**config.mk**
```make
export PLATFORM = sky130hd
export DESIGN_NAME = uart_rx_os
export DESIGN_NICKNAME = d
export VERILOG_FILES = /design/src/rtl/uart_pkg.sv /design/src/rtl/uart_rx_sync.sv /design/src/rtl/uart_rx_os.sv
export SDC_FILE = /design/constraint.sdc
export NUM_CORES = 1
export LEC_CHECK = 0
export BUFFER_PORTS_ARGS = -buffer_cell sky130_fd_sc_hd__buf_2
export CAP_MARGIN = 10
export CELL_PAD_IN_SITES_DETAIL_PLACEMENT = 1
export CELL_PAD_IN_SITES_GLOBAL_PLACEMENT = 1
export CORE_MARGIN = 3
export CORE_UTILIZATION = 45
export CTS_CLUSTER_SIZE = 28
export DETAILED_ROUTE_END_ITERATION = 10
export PLACE_DENSITY_LB_ADDON = 0.1
export SETUP_SLACK_MARGIN = 0.4
export SYNTH_ARGS = -nofsm -noshare
export SYNTH_HDL_FRONTEND = slang
export SYNTH_SLANG_ARGS = --single-unit
```
**constraint.sdc**
```tcl
create_clock -name clock -period 3 [get_ports clock]
set_input_delay 0.6 -clock clock [delete_from_list [all_inputs] [get_ports clock]]
set_output_delay 0.6 -clock clock [all_outputs]
set_load 0.01 [all_outputs]
```
**src/rtl/uart_pkg.sv**
```systemverilog
// rtl/uart_pkg.sv - shared constants and state encoding for the oversampling UART receiver
//
// Purpose: parity-mode encodings and the receiver state enum used by uart_rx_os.
// Ports:   none (package).
package uart_pkg;

  // parity_mode encodings; 2'b11 is treated the same as PAR_NONE.
  localparam logic [1:0] PAR_NONE = 2'b00;
  localparam logic [1:0] PAR_EVEN = 2'b01;
  localparam logic [1:0] PAR_ODD  = 2'b10;

  typedef enum logic [2:0] {
    IDLE   = 3'd0,
    START  = 3'd1,
    DATA   = 3'd2,
    PARITY = 3'd3,
    STOP   = 3'd4,
    BREAK  = 3'd5
  } rx_state_e;

endpackage

```
**src/rtl/uart_rx_sync.sv**
```systemverilog
// rtl/uart_rx_sync.sv - serial line synchroniser and bit-value sampler
//
// Purpose: brings rx_data into the clock domain through two flops and
//          produces the value the FSM uses at a bit-centre sample.
//          With UART_RX_MAJORITY_EN defined, rx_bit is the 2-of-3 majority of
//          rx_sync on the previous two baud ticks and the current one;
//          otherwise rx_bit is rx_sync itself.
// Ports:
//   clock     in   system clock
//   reset     in   asynchronous active-high reset
//   baud_tick in   oversampling sample enable
//   rx_data   in   asynchronous serial line (idles high)
//   rx_sync   out  synchronised line level
//   rx_bit    out  bit value to use when the FSM samples on a baud_tick
module uart_rx_sync
  import uart_pkg::*;
(
  input  logic clock,
  input  logic reset,
  input  logic baud_tick,
  input  logic rx_data,
  output logic rx_sync,
  output logic rx_bit
);

  logic meta_q, meta_d;
  logic sync_q, sync_d;

  always_comb begin
    meta_d = rx_data;
    sync_d = meta_q;
  end

  // Reset to the idle line level so no start edge is seen out of reset.
  always_ff @(posedge clock or posedge reset) begin
    if (reset) begin
      meta_q <= 1'b1;
      sync_q <= 1'b1;
    end else begin
      meta_q <= meta_d;
      sync_q <= sync_d;
    end
  end

  assign rx_sync = sync_q;

`ifdef UART_RX_MAJORITY_EN
  // hist_q[0] = sample from the previous tick, hist_q[1] = the one before.
  // On the centre tick these are centre-1 and centre-2, sync_q is centre.
  logic [1:0] hist_q, hist_d;

  always_comb begin
    hist_d = hist_q;
    if (baud_tick) hist_d = {hist_q[0], sync_q};
  end

  always_ff @(posedge clock or posedge reset) begin
    if (reset) hist_q <= 2'b11;
    else       hist_q <= hist_d;
  end

  assign rx_bit = (hist_q[1] & hist_q[0]) |
                  (hist_q[1] & sync_q)    |
                  (hist_q[0] & sync_q);
`else
  logic unused_baud_tick;
  assign unused_baud_tick = baud_tick;
  assign rx_bit           = sync_q;
`endif

endmodule

```
**src/rtl/uart_rx_os.sv**
```systemverilog
// rtl/uart_rx_os.sv - parametrised oversampling UART receiver
//
// Purpose: receives start / DATA_BITS data (LSB first) / optional parity /
//          stop frames, sampling each bit at its centre on baud_tick.
//          Optional 2-of-3 majority sampling via UART_RX_MAJORITY_EN
//          (implemented in uart_rx_sync; timing is identical either way).
// Parameters:
//   DATA_BITS   data bits per frame (5..9)
//   OVERSAMPLE  baud_tick pulses per bit (even, >= 4)
// Ports:
//   clock          in   system clock
//   reset          in   asynchronous active-high reset
//   baud_tick      in   sample enable at OVERSAMPLE x baud
//   rx_data        in   serial line (idles high)
//   parity_mode    in   00/11 none, 01 even, 10 odd; latched at start edge
//   data_output    out  last received word
//   data_valid     out  one-clock pulse per completed frame
//   parity_error   out  parity status of the last frame
//   stop_bit_error out  framing status of the last frame
//   busy           out  high from start-edge detection until back in IDLE
module uart_rx_os
  import uart_pkg::*;
#(
  parameter int DATA_BITS  = 8,
  parameter int OVERSAMPLE = 16
) (
  input  logic                 clock,
  input  logic                 reset,
  input  logic                 baud_tick,
  input  logic                 rx_data,
  input  logic [1:0]           parity_mode,
  output logic [DATA_BITS-1:0] data_output,
  output logic                 data_valid,
  output logic                 parity_error,
  output logic                 stop_bit_error,
  output logic                 busy
);

  localparam int TW = $clog2(OVERSAMPLE);
  localparam int BW = $clog2(DATA_BITS + 1);
  localparam logic [TW-1:0] TICK_MID = TW'(OVERSAMPLE / 2 - 1);
  localparam logic [TW-1:0] TICK_END = TW'(OVERSAMPLE - 1);
  localparam logic [BW-1:0] BIT_LAST = BW'(DATA_BITS - 1);

  logic rx_sync;
  logic rx_bit;

  uart_rx_sync u_sync (
    .clock     (clock),
    .reset     (reset),
    .baud_tick (baud_tick),
    .rx_data   (rx_data),
    .rx_sync   (rx_sync),
    .rx_bit    (rx_bit)
  );

  rx_state_e            state_q, state_d;
  logic [TW-1:0]        tick_q, tick_d;
  logic [BW-1:0]        bit_q, bit_d;
  logic [DATA_BITS-1:0] shift_q, shift_d;
  logic [1:0]           mode_q, mode_d;
  logic                 perr_pend_q, perr_pend_d;
  logic [DATA_BITS-1:0] data_output_q, data_output_d;
  logic                 data_valid_q, data_valid_d;
  logic                 parity_error_q, parity_error_d;
  logic                 stop_bit_error_q, stop_bit_error_d;
  logic                 busy_q, busy_d;

  always_comb begin
    state_d          = state_q;
    tick_d           = tick_q;
    bit_d            = bit_q;
    shift_d          = shift_q;
    mode_d           = mode_q;
    perr_pend_d      = perr_pend_q;
    data_output_d    = data_output_q;
    data_valid_d     = 1'b0;
    parity_error_d   = parity_error_q;
    stop_bit_error_d = stop_bit_error_q;
    busy_d           = busy_q;

    // Everything advances only on baud_tick; without it the FSM is frozen.
    if (baud_tick) begin
      case (state_q)
        IDLE: begin
          if (!rx_sync) begin
            state_d     = START;
            tick_d      = '0;
            bit_d       = '0;
            busy_d      = 1'b1;
            mode_d      = parity_mode;
            perr_pend_d = 1'b0;
          end
        end

        START: begin
          if (tick_q == TICK_MID) begin
            tick_d = '0;
            if (rx_bit) begin
              // Line went back high by mid-bit: glitch, not a start bit.
              state_d = IDLE;
              busy_d  = 1'b0;
            end else begin
              state_d = DATA;
            end
          end else begin
            tick_d = tick_q + 1'b1;
          end
        end

        DATA: begin
          if (tick_q == TICK_END) begin
            tick_d = '0;
            for (int i = 0; i < DATA_BITS; i++) begin
              if (bit_q == BW'(i)) shift_d[i] = rx_bit;
            end
            if (bit_q == BIT_LAST) begin
              bit_d   = '0;
              state_d = (mode_q == PAR_EVEN || mode_q == PAR_ODD) ? PARITY : STOP;
            end else begin
              bit_d = bit_q + 1'b1;
            end
          end else begin
            tick_d = tick_q + 1'b1;
          end
        end

        PARITY: begin
          if (tick_q == TICK_END) begin
            tick_d      = '0;
            perr_pend_d = (mode_q == PAR_ODD) ? (rx_bit == ^shift_q)
                                              : (rx_bit != ^shift_q);
            state_d     = STOP;
          end else begin
            tick_d = tick_q + 1'b1;
          end
        end

        STOP: begin
          if (tick_q == TICK_END) begin
            tick_d           = '0;
            data_output_d    = shift_q;
            parity_error_d   = perr_pend_q;
            stop_bit_error_d = ~rx_bit;
            data_valid_d     = 1'b1;
            // A low stop bit may be the start of a break; wait for idle.
            state_d          = rx_bit ? IDLE : BREAK;
            busy_d           = ~rx_bit;
          end else begin
            tick_d = tick_q + 1'b1;
          end
        end

        BREAK: begin
          if (rx_sync) begin
            state_d = IDLE;
            busy_d  = 1'b0;
          end
        end

        default: begin
          state_d = IDLE;
          busy_d  = 1'b0;
        end
      endcase
    end
  end

  always_ff @(posedge clock or posedge reset) begin
    if (reset) begin
      state_q          <= IDLE;
      tick_q           <= '0;
      bit_q            <= '0;
      shift_q          <= '0;
      mode_q           <= PAR_NONE;
      perr_pend_q      <= 1'b0;
      data_output_q    <= '0;
      data_valid_q     <= 1'b0;
      parity_error_q   <= 1'b0;
      stop_bit_error_q <= 1'b0;
      busy_q           <= 1'b0;
    end else begin
      state_q          <= state_d;
      tick_q           <= tick_d;
      bit_q            <= bit_d;
      shift_q          <= shift_d;
      mode_q           <= mode_d;
      perr_pend_q      <= perr_pend_d;
      data_output_q    <= data_output_d;
      data_valid_q     <= data_valid_d;
      parity_error_q   <= parity_error_d;
      stop_bit_error_q <= stop_bit_error_d;
      busy_q           <= busy_d;
    end
  end

  assign data_output    = data_output_q;
  assign data_valid     = data_valid_q;
  assign parity_error   = parity_error_q;
  assign stop_bit_error = stop_bit_error_q;
  assign busy           = busy_q;

endmodule

```
After elaboration in Yosys (flattened, before gate mapping). Cells that the tools add are included.

Logic and storage cells: 103. Bits of input ports: 6. Bits in registers: 36.

Add/subtract/negate cells: 2. Reduce and logical (&&, ||, !) cells: 24. Eq/ne operators: 25. Multiplexer cells: 30. Bitwise gates (word level): 2.

Operators with widths (count): 4-bit AND reduction (10); 3-bit two-way mux (9); 4-bit by 3-bit == test with 1-bit output, second input constant (5); 4-bit two-way mux (5); 3-bit one-hot mux with 6 select lines (1); 2-bit != test, second input constant (6); 4-bit one-hot mux with 3 select lines (1); 1-bit two-way mux (10); 3-bit AND reduction (3); 4-bit by 1-bit adder with 4-bit output, second input constant (2); 4-bit by 2-bit == test with 1-bit output, second input constant (2); 4-bit one-hot mux with 2 select lines (1); 8-bit AND reduction (1); 8-bit XOR reduction (1); 3-bit by 2-bit == test with 1-bit output, second input constant (2); 3-bit == test, second input constant (2); 1-bit one-hot mux with 5 select lines (1); 5-bit AND reduction (1); 4-bit by 1-bit == test with 1-bit output, second input constant (1); 4-bit == test, second input constant (1); 4-bit logical NOT (1); 2-bit nonzero test (2); 3-bit by 1-bit == test with 1-bit output, second input constant (1); 3-bit logical NOT (1); other kinds (12) (13).

Longest topological paths before layout. Gate-level depths: netlist of the first run.

Depth in word-level cells: 6. Gate-level depth with buffers: 6. Gate-level depth less buffers: 6.

Hierarchy. A second synthesis of the first run with hierarchy kept.

Cells, all modules: 177. Area total of the unflattened synthesis: 1979.4 um^2.

By module, submodules not included: uart_rx_os (sequential area each 850.8 um^2, area each 1915.6 um^2, cells each 173, times used 1); uart_rx_sync (sequential area each 52.6 um^2, area each 63.8 um^2, cells each 4, times used 1).

Worst setup path after synthesis of the first run. OpenSTA, ideal clock, no wires.

Path type: input port to flip-flop. From: in baud_tick. To: reg shift_q[7]. Setup time: 0.127 ns. Path buffers: 1. Stages on the path: 5. Setup slack: 1.252 ns. Arrival: 1.621 ns. Required time: 2.873 ns. Cell sequence: buf_2 nor3b_4 and4b_1 nand2_1 mux2_1.

Cells in the longest elaborated chain, start to end: 1.

Ends and longest elaborated chain: from (decl) (RTL line uart_rx_os.sv:29) `input logic baud_tick,`; 4-bit AND reduction (no line); to (signal assigned) (RTL line uart_rx_os.sv:186) `shift_q <= shift_d;`; to (decl) (RTL line uart_rx_os.sv:60) `logic [DATA_BITS-1:0] shift_q, shift_d;`.

No other way between the ends. A chain may end at the register's enable or synchronous reset.

Final worst setup path of the first run.
From: reg state_q[2]. To: reg parity_error_q (netlist: parity_error).

Cells in the longest elaborated chain, start to end: 2.

Ends and longest elaborated chain: from (decl) (RTL line uart_rx_os.sv:57) `rx_state_e state_q, state_d;`; from (signal assigned) (RTL line uart_rx_os.sv:183) `state_q <= state_d;`; 3-bit == test (RTL line uart_rx_os.sv:84) `case (state_q)`; 3-bit AND reduction (no line); to (signal assigned) (RTL line uart_rx_os.sv:191) `parity_error_q <= parity_error_d;`; to (decl) (RTL line uart_rx_os.sv:65) `logic parity_error_q, parity_error_d;`.

No other way between the ends.

==> results of run 1 <==
registers in the layout, summed over array words and instances, names as in the netlist:
register and cells:
bit_q 4, busy 1, data_output 8, data_valid 1
mode_q 2, parity_error 1, perr_pend_q 1, shift_q 8
state_q 3, stop_bit_error 1, tick_q 4, u_sync.meta_q 1
u_sync.rx_bit 1
critical path: stages, from the launching register on:
cell,delay (ns)
dfrtp_1,0.61
or3b_4,0.47
nor3_4,0.52
mux2_2,0.42
worst max-delay path by stage:
| stage | endpoint | slack, ns | cells past startpoint |
|---|---|---|---|
| after floorplan | shift_q[7] | 1.25 | 5 |
| after global placement | parity_error | 0.97 | 3 |
| after detailed placement | parity_error | 0.88 | 3 |
| after CTS | parity_error | 0.85 | 3 |
| after global routing | parity_error | 0.75 | 3 |
| final | parity_error | 0.87 | 3 |
cells by family after synthesis:
logic type	Yosys count
XOR/XNOR	10
AO/OA/AOI/OAI	33
adder cells (fa/ha/maj)	6
buffers and inverters	16
flip-flops	36
AND/OR/NAND/NOR	50
multiplexers	19
final cells by class:
type | instances | share of cell area
well taps | 50 | 0.0294
clock inverters | 2 | 0.00470
multi-input cells | 118 | 0.443
clock buffers | 6 | 0.0388
flip-flops and latches | 36 | 0.424
repair buffers | 18 | 0.0435
inverters | 9 | 0.0159
synthesized netlist by cell type (all sizes together), types with 3 or more instances:
cell / instances
o211ai: 3
a21oi: 4
ha: 6
nor2: 11
o21ai: 9
dfrtp: 34
a22o: 4
mux2: 19
nand3: 6
nand2: 14
nor3: 4
buf: 5
xnor2: 7
inv: 9
metrics by stage:
stage | power [mW] | util | hold WS [ns] | setup slack (ns)
after floorplan | 1.12 | - | 0.345 | 1.25
after global placement | 1.22 | 0.502 | 0.347 | 0.971
after detailed placement | 1.25 | 0.502 | 0.348 | 0.884
after CTS | 1.62 | 0.525 | 0.358 | 0.853
after global routing | 1.73 | 0.525 | 0.369 | 0.747
final | 1.60 | 0.525 | 0.350 | 0.869
metal layers:
metal / up-vias / track usage
li1: 638 / -
met1: 679 / 0.259
met2: 34 / 0.300
met3: 6 / 0.0421
met4: 0 / 0.0543
met5: - / 0
layout by cell type (no fill, tap or decap), types with 3 or more instances in the layout:
cell,n
a21oi_1,4
a22o_1,4
buf_2,17
clkbuf_8,6
dfrtp_1,34
ha_1,6
inv_1,9
mux2_2,11
mux2_4,7
nand2_1,14
nand3_1,6
nor2_1,11
nor3_1,3
o21ai_0,8
xnor2_1,7
power by group through the flow:
stage | combinational [mW] | clock, mW | sequential [mW]
6_report | 0.537 | 0.357 | 0.707
5_1_grt | 0.609 | 0.392 | 0.726
4_1_cts | 0.541 | 0.370 | 0.705
3_5_place_dp | 0.534 | 0 | 0.714
3_3_place_gp | 0.519 | 0 | 0.702
2_1_floorplan | 0.471 | 0 | 0.649
==> key figures, run 1 <==
Status
  • Status: finished clean

Place
  • Cell Area, Placed: 2040 sq um
  • Dpl cells: 231
  • Routability cong.: 0.794
  • Post-DP HPWL: 3170 um
  • I/O Buffers: 17

Run
  • Total of max-cap violations: 0

Layout
  • Post-route insts no fill: 239
  • Design area: 2130 sq um
  • Fin nets: 200
  • Filler cells: 460
  • Area of the multi-input gates: 943 sq um
  • FF+latch area: 903 sq um
  • Share of cells above drive strength 1: 0.280
  • Area Growth Syn to Fin: 10.3%
  • Inserted Diodes: 0

Timing
  • Rel. slew slack: 0.566
  • Minimum clock period: 2.13 ns
  • Worst slew pin tran: 0.648 ns
  • RSZ-0062 raised after global routing: false
  • Worst Clk Skew: 0.00652 ns
  • Setup TNS: 0 ns
  • Hold Vio Cnt, Final: 0
  • Max-slew violation count: 0
  • Fmax: 0.469 GHz
  • Final setup fails: 0
  • Final period util: 0.710

Routing
  • Routed wl met2: 2030 um
  • DRC Markers: 0
  • DRT met1 WL: 1980 um
  • Wirelength, routed: 4250 um
  • Post-DRT Antenna Nets: 0
  • Vias per inst: 5.68
  • WL per Instance: 17.8 um
  • Via Count: 1357
  • TritonRoute pass-1 iters: 4
  • Max layer used: met4
  • Drt first-iter violations: 100
  • Met3 Routed Length: 190 um

Yosys
  • Netlist cell types: 50
  • Sequential share of the synthesized area: 0.468
  • Post-synth top area cell: dfrtp_1
  • Main combinational cell family by area after synthesis: simple AND/OR/NAND/NOR gates
  • Synth top area share: 0.441
  • Yosys warns: 0
  • Top_reg_cell synth: dfrtp_1
  • Adder-cell area share of the yosys netlist: 0.0389
  • Synth Net Count: 182
  • Mean post-synth cell area: 11.3 sq um
  • Compound-cell area share of the yosys netlist: 0.126
  • Post-synthesis simple-gate area fraction: 0.147
  • Ys async rst share: 1.00
  • XOR/XNOR Fraction of Synth Area: 0.0525
  • Cell count after synthesis: 170
  • Synth Register Bits: 36
  • Mux cell area share after synthesis: 0.125
  • Synthesized cell area: 1930 sq um
  • EDFF count, synth: 0
  • Top cells by area in the synthesized netlist: dfrtp_1 (44%), mux2_2 (6.4%), mux2_4 (5.4%)

CTS
  • TritonCTS buffer count: 5
  • Post-CTS Setup Inserts: 0
  • Worst skew pair latency: 0.29 ns
  • Clock transition at the registers of the reported paths: 0.07 ns
  • CTS Buffer Depth: 2
  • Clock sink total: 36
  • CTS root buf: clkbuf_8
  • CTS H-tree lvls: 2
  • CTS Hold Bufs: 0
  • Post-cts sizing count: 0
  • CTS tree: done

GRT
  • First-pass GRT wire length: 7450 um
  • Gr ovfl total: 0
  • Vias in the first global route: 1462
  • All-Layer GR Usage: 0.189
  • Largest net degree at the start of global routing: 24
  • Initial antenna violation count: 0

Floorplan
  • Die height: 71.5 um
  • Site Rows: 23
  • Die ar.: 5110 sq um
  • Die width: 71.5 um
  • Initial core utilization: 0.475
  • # IOs: 18
  • Area of the core: 4060 sq um

Worst setup path
  • Worst R2R Path Depth: 3
  • WS Path Type: reg2reg
  • Crit end category: flop
  • Worst setup SP type: flop
  • Critical Path RT: 3.17 ns
  • Reg2reg end: parity_error
  • R2r startpoint: state_q[2]
  • CP startpoint: state_q[2]
  • R2r setup slk: 0.87 ns
  • Worst EP arrival: 2.31 ns
  • Worst-path fanout max: 13

Power
  • Sw power: 600 uW
  • Leakage: 1.02 nW
  • Clock group share of total power: 0.223
  • Power Density: 752 nW/um^2
  • Maximum vdd drop: 389 uV
  • Internal power: 1.00 mW
  • Sw Share: 0.375
  • Sequential power share: 0.441
  • Comb pwr share: 0.336

Min path
  • Class of the worst hold path: in2async
No activity file was read; power rests on OpenSTA's default activity.
==> inputs of run 2 (changes only) <==
ABC_AREA = 1   (was unset)
CORE_UTILIZATION = 44   (was 45)
clock period = 2.1 ns   (was 3 ns; I/O delays follow)
==> run 2 against run 1 <==
Against the previous run: cell area increased by 9.8%; register-to-register slack got worse by 0.35 ns; synthesized area increased by 4.3%; global-route usage increased by 1.2 points; clock skew decreased by 0.0034 ns; sequential share of layout area decreased by 3.8 points; critical path type unchanged; final cell count increased by 34%; non-clock buffer count increased by 1; utilization increased by 3.1 points.
==> key figures, run 2 <==
Yosys
  • Ys async rst share: 1.00
  • EDFF count, synth: 0
  • Synth top area share: 0.423
  • Synth cell count leaders: nand2_1 (71), dfrtp_1 (34), inv_1 (26)
  • Synth Register Bits: 36
  • Yosys warns: 0
  • Mean post-synth cell area: 8.22 sq um
  • Top_reg_cell synth: dfrtp_1
  • Cell count after synthesis: 245
  • Most frequent cell after synthesis: nand2_1
  • Synthesized cell area: 2010 sq um
  • Netlist cell types: 31
  • Top cells by area in the synthesized netlist: dfrtp_1 (42%), nand2_1 (13%), inv_1 (4.8%)
  • Synth Net Count: 257
  • Post-synth top area cell: dfrtp_1
  • Sequential share of the synthesized area: 0.449

Layout
  • Share of cells above drive strength 1: 0.263
  • Inserted Diodes: 0
  • Most common cell after layout, fill and taps aside: nand2_1
  • Fin nets: 281
  • Design area: 2340 sq um
  • Area Growth Syn to Fin: 16.0%
  • Post-route insts no fill: 320
  • Commonest non-fill, non-tap cells in the layout: nand2_1 (70), dfrtp_1 (34), inv_1 (26)

Timing
  • Final setup fails: 0
  • Rel. slew slack: 0.686
  • Worst slew pin tran: 0.471 ns
  • Hold Vio Cnt, Final: 0
  • Fmax: 0.634 GHz
  • RSZ-0062 raised after global routing: true
  • Max-slew violation count: 0
  • Setup TNS: 0 ns
  • Minimum clock period: 1.58 ns
  • Worst Clk Skew: 0.00312 ns
  • Final period util: 0.751
  • Setup ws final: 0.523 ns

Floorplan
  • # IOs: 18
  • Die width: 73.6 um
  • Die height: 73.6 um
  • Die ar.: 5420 sq um
  • Initial core utilization: 0.479
  • Area of the core: 4200 sq um
  • Site Rows: 23

CTS
  • TritonCTS buffer count: 5
  • CTS H-tree lvls: 2
  • Worst skew pair latency: 0.29 ns
  • CTS root buf: clkbuf_8
  • Clock transition at the registers of the reported paths: 0.08 ns
  • CTS Buffer Depth: 2
  • Clock sink total: 36
  • CTS tree: done

Power
  • Leakage: 1.17 nW
  • Power Total: 2.52 mW
  • Power Density: 1080 nW/um^2
  • Maximum vdd drop: 558 uV

Place
  • I/O Buffers: 17
  • Post-DP HPWL: 3570 um
  • Cell Area, Placed: 2150 sq um
  • Dpl cells: 311
  • Routability cong.: 0.823
  • Worst slack at placement: 0.404 ns

GRT
  • Vias in the first global route: 1818
  • Initial antenna violation count: 0
  • Gr ovfl total: 0
  • Largest net degree at the start of global routing: 37
  • First-pass GRT wire length: 8240 um
  • All-Layer GR Usage: 0.201

Min path
  • Class of the worst hold path: in2async

Worst setup path
  • Worst-path fanout max: 5
  • Worst EP arrival: 1.76 ns
  • R2r startpoint: state_q[0]
  • Reg2reg end: mode_q[1]
  • Critical Path RT: 2.28 ns
  • Crit end category: flop
  • Worst setup SP type: flop
  • Worst R2R Path Depth: 6
  • R2r setup slk: 0.52 ns
  • WS Path Type: reg2reg

Routing
  • Vias per inst: 5.20
  • Wirelength, routed: 4670 um
  • DRC Markers: 0
  • Drt first-iter violations: 66
  • Via Count: 1664
  • TritonRoute pass-1 iters: 4
  • WL per Instance: 14.6 um
  • Post-DRT Antenna Nets: 0

Status
  • Status: finished clean

Run
  • Total of max-cap violations: 0
## run 2: through the flow
stage	hold WS, ns	utilization
final	0.220	0.556
after detailed placement	0.352	0.512
after floorplan	0.345	-
after CTS	0.208	0.552
after global placement	0.346	0.512
after global routing	0.205	0.556
## run 2: layout make-up
| cell class | instances | area, sq um |
|---|---|---|
| Tap cell | 50 | 62.6 |
| Clock buffer | 5 | 68.8 |
| Clock inverter | 3 | 90.1 |
| Inverter | 34 | 128 |
| Timing Repair Buffer | 19 | 100 |
| Sequential cell | 36 | 903 |
| Multi-Input combinational cell | 173 | 983 |
| Fill cell | 524 | 1870 |
## run 2: routing by layer
metal | global-route usage | wire (um) | up-vias
met3 | 0.0492 | 182 | 8
met2 | 0.329 | 2170 | 27
met1 | 0.254 | 2230 | 794
li1 | - | - | 835
met5 | 0 | 0 | -
met4 | 0.0785 | 83 | 0
## run 2: worst max-delay path by stage
stage,startpoint,endpoint,cells after the start
4_1_cts,state_q[0],mode_q[1],6
3_3_place_gp,u_sync.rx_bit,state_q[0],7
2_1_floorplan,tick_q[0],state_q[2],10
3_5_place_dp,u_sync.rx_bit,state_q[2],7
5_1_grt,tick_q[0],state_q[0],10
6_report,state_q[0],mode_q[1],6
## run 2: critical path: stages (launching register included)
cell	delay, ns
dfrtp_1	0.45
inv_2	0.12
nand2_1	0.06
nor2_1	0.16
nand2_1	0.14
nor2_2	0.18
mux2_2	0.35
## run 2: report_power, final
part / internal, mW / leakage, nW / total [mW] / switching, mW
Sequential: 0.779 / 0.458 / 0.856 / 0.0767
Combinational: 0.258 / 0.631 / 0.805 / 0.547
Clock: 0.594 / 0.0784 / 0.855 / 0.261
Total: 1.63 / 1.17 / 2.52 / 0.884
## run 2: cell families after synthesis
| group | count (synthesis) | share of synthesized area |
|---|---|---|
| and+or+nand+nor | 126 | 0.302 |
| AOI/OAI and AO/OA | 37 | 0.122 |
| buffers and inverters | 36 | 0.0715 |
| DFF | 36 | 0.449 |
| adders and majority gates | 6 | 0.0373 |
| xor gates and xnor gates | 3 | 0.0131 |
| muxes | 1 | 0.00559 |
## run 2: what timing repair did
item / 4_1_cts / 5_1_grt
pin swaps: 0 / 0
gates resized for setup: 0 / 4
endpoints found under the hold margin: 0 / 0
setup endpoints to repair: 2 / 8
hold buffers: 0 / 0
setup buffers: 1 / 0
gates cloned: 0 / 0
==> inputs of run 3 (changes only) <==
clock period = 1.52 ns   (was 2.1 ns; I/O delays follow)
==> run 3 against run 2 <==
Against the previous run: the flow now stops in global routing; synthesized cell count did not move; synthesized area did not move.
==> key figures, run 3 <==
Yosys
  • Netlist cell types: 31
  • Synthesized cell area: 2010 sq um
  • Sequential share of the synthesized area: 0.449
  • Top_reg_cell synth: dfrtp_1
  • Post-synthesis simple-gate area fraction: 0.302
  • Synth cell count leaders: nand2_1 (71), dfrtp_1 (34), inv_1 (26)
  • Cell count after synthesis: 245
  • Adder-cell area share of the yosys netlist: 0.0373
  • Yosys warns: 0
  • Synth Net Count: 257
  • XOR/XNOR Fraction of Synth Area: 0.0131
  • Main combinational cell family by area after synthesis: simple AND/OR/NAND/NOR gates
  • Synth Register Bits: 36
  • Top cells by area in the synthesized netlist: dfrtp_1 (42%), nand2_1 (13%), inv_1 (4.8%)
  • Compound-cell area share of the yosys netlist: 0.122
  • EDFF count, synth: 0
  • Post-synth top area cell: dfrtp_1
  • Ys async rst share: 1.00
  • Mean post-synth cell area: 8.22 sq um
  • Synth top area share: 0.423
  • Most frequent cell after synthesis: nand2_1
  • Mux cell area share after synthesis: 0.00559

CTS
  • TritonCTS buffer count: 5
  • CTS root buf: clkbuf_8
  • Clock sink total: 36
  • CTS Buffer Depth: 2
  • CTS H-tree lvls: 2
  • CTS Hold Bufs: 0

Timing
  • Worst endpoint type: sequential cell input
  • Post-GRT worst EP: state_q[2]$_DFFE_PP0P_/D

Place
  • Post-DP HPWL: 3630 um
  • I/O Buffers: 17
  • Dpl cells: 322
  • Routability cong.: 0.905
  • Cell Area, Placed: 2260 sq um

Floorplan
  • Site Rows: 23
  • Die height: 73.6 um
  • Die width: 73.6 um
  • # IOs: 18
  • Initial core utilization: 0.479

GRT
  • Largest net degree at the start of global routing: 37
  • Initial antenna violation count: 0

Status
  • Status: did not finish
  • Fail Step: global routing
  • Tool error message: [ERROR DPL-0033] detailed placement checks failed during check placement.
run 3: cells by family after synthesis:
group / after synthesis
AND/OR/NAND/NOR: 126
AO/OA/AOI/OAI: 37
multiplexers: 1
flip-flops: 36
buffers and inverters: 36
XOR/XNOR: 3
adder cells (fa/ha/maj): 6
run 3: stage by stage:
step	setup slack [ns]	setup TNS, ns	hold slack, ns
CTS	-0.0128	-0.0278	0.110
floorplan	0.132	0	0.308
global placement	-0.0481	-0.0481	0.346
detailed placement	-0.0726	-0.115	0.350
run 3: timing repair:
item | in CTS
setup endpoints to repair | 36
buffers inserted | 20
resized for setup | 54
pin swaps | 25
==> inputs of run 4 (changes only) <==
CELL_PAD_IN_SITES_DETAIL_PLACEMENT = unset   (was 1)
CELL_PAD_IN_SITES_GLOBAL_PLACEMENT = unset   (was 1)
CORE_UTILIZATION = 30   (was 44)
CTS_CLUSTER_SIZE = unset   (was 28)
PLACE_DENSITY_LB_ADDON = 0.15   (was 0.1)
SETUP_SLACK_MARGIN = unset   (was 0.4)
==> run 4 against run 3 <==
Against the previous run: the flow now finishes without violations.
==> key figures, run 4 (synthesis gave the netlist of run 2 again) <==
Status
  • Status: finished clean

Timing
  • Final period util: 0.981
  • Fmax: 0.671 GHz
  • Final setup fails: 0
  • Worst Clk Skew: 0.00752 ns
  • Max-slew violation count: 0
  • RSZ-0062 raised after global routing: true
  • Hold Vio Cnt, Final: 0
  • Rel. slew slack: 0.761
  • Setup ws final: 0.0294 ns
  • Worst slew pin tran: 0.355 ns
  • Minimum clock period: 1.49 ns

GRT
  • All-Layer GR Usage: 0.122
  • Gr ovfl total: 0
  • Grt met2 use: 0.186
  • Vias in the first global route: 1547
  • Top Usage Layer GRT: met2
  • GR Util met3: 0.0282
  • Largest net degree at the start of global routing: 37
  • Grt met1 use: 0.172
  • Initial antenna violation count: 0
  • First-pass GRT wire length: 7310 um

Place
  • I/O Buffers: 17
  • Post-DP HPWL: 3100 um
  • Routability cong.: 0.783
  • Cell Area, Placed: 2290 sq um
  • Worst slack at placement: 0.0228 ns

Layout
  • Filler cells: 688
  • Inserted Diodes: 0
  • Area of the multi-input gates: 992 sq um
  • Fin nets: 295
  • Design area: 2440 sq um
  • Fin util: 0.379
  • Most common cell after layout, fill and taps aside: nand2_1
  • Area Growth Syn to Fin: 21.0%
  • Share of cells above drive strength 1: 0.303
  • FF+latch area: 903 sq um
  • Commonest non-fill, non-tap cells in the layout: nand2_1 (68), dfrtp_1 (34), inv_1 (26)

Power
  • Sw power: 1.19 mW
  • Maximum vdd drop: 584 uV
  • Sw Share: 0.382
  • Sequential power share: 0.373
  • Power Density: 1280 nW/um^2
  • Leakage: 1.21 nW
  • Comb pwr share: 0.397
  • Internal power: 1.93 mW
  • Clock group share of total power: 0.230

Routing
  • Via Count: 1622
  • WL per Instance: 11.5 um
  • Post-DRT Antenna Nets: 0
  • DRC Markers: 0
  • TritonRoute pass-1 iters: 4
  • Drt first-iter violations: 77
  • Wirelength, routed: 4140 um
  • Vias per inst: 4.49

CTS
  • CTS Buffer Depth: 2
  • Worst skew pair latency: 0.29 ns
  • TritonCTS buffer count: 5
  • CTS tree: done
  • Clock transition at the registers of the reported paths: 0.08 ns
  • CTS root buf: clkbuf_8
  • Clock sink total: 36
  • CTS H-tree lvls: 2

Run
  • Total of max-cap violations: 0

Worst setup path
  • Crit end category: flop
  • WS Path Type: reg2reg
  • R2r setup slk: 0.03 ns
  • Worst setup SP type: flop
  • Critical Path RT: 1.71 ns
  • Reg2reg end: shift_q[6]
  • R2r startpoint: tick_q[1]
  • Worst R2R Path Depth: 9
  • Worst-path fanout max: 8
  • Worst EP arrival: 1.68 ns

Min path
  • Class of the worst hold path: in2async

Floorplan
  • Die ar.: 7730 sq um
  • Site Rows: 29
  • Die width: 87.9 um
  • # IOs: 18
  • Area of the core: 6420 sq um
  • Die height: 87.9 um
  • Initial core utilization: 0.313
## run 4: critical path: stages (launching register included)
cell	delay (ns)
dfrtp_1	0.35
ha_2	0.19
nand2_2	0.08
nor2_4	0.15
nand2_4	0.12
nor2_4	0.15
inv_2	0.05
nor3_2	0.13
nand2_1	0.07
o21a_1	0.10
## run 4: worst max path at each step
| stage | start | endpoint | slack, ns | cells after the start |
|---|---|---|---|---|
| 6_report | tick_q[1] | shift_q[6] | 0.03 | 9 |
| 5_1_grt | state_q[1] | bit_q[3] | -0.10 | 9 |
| 4_1_cts | tick_q[1] | state_q[0] | 0.006 | 10 |
| 3_5_place_dp | tick_q[1] | state_q[0] | 0.02 | 10 |
| 3_3_place_gp | tick_q[1] | state_q[0] | 0.03 | 10 |
| 2_1_floorplan | tick_q[0] | state_q[2] | 0.13 | 10 |
## run 4: what timing repair did
item / CTS / global route
setup endpoints to repair: 0 / 27
gates resized for setup: 0 / 10
buffers inserted: 0 / 3
hold buffers: 0 / 0
## run 4: power by group through the flow
stage / logic [mW] / registers, mW / clock network (mW)
2_1_floorplan: 0.819 / 1.18 / 0
3_3_place_gp: 1.22 / 1.18 / 0
3_5_place_dp: 1.20 / 1.18 / 0
4_1_cts: 1.21 / 1.16 / 0.755
5_1_grt: 1.46 / 1.19 / 0.797
6_report: 1.24 / 1.16 / 0.720
## run 4: final cells by class
cell class | instances | share of cell area
clock buffer | 7 | 0.0354
multi-input combinational | 173 | 0.407
inverter | 34 | 0.0544
timing repair buffer | 33 | 0.0894
tap | 77 | 0.0395
sequential | 36 | 0.371
clock inverter | 1 | 0.00308
## run 4: per-stage QoR
stage,power [mW],TNS (ns),cells,hold slack (ns)
2_1_floorplan,2.00,0,245,0.308
3_3_place_gp,2.40,0,350,0.349
3_5_place_dp,2.39,0,350,0.348
4_1_cts,3.13,0,358,0.0591
5_1_grt,3.44,-1.12,361,0.0705
6_report,3.12,0,361,0.0570
## run 4: metal layers
layer	vias to the layer above	share of wire
met1	727	0.53
met3	5	0.039
met5	-	0
met2	26	0.42
met4	0	0.013
li1	864	-
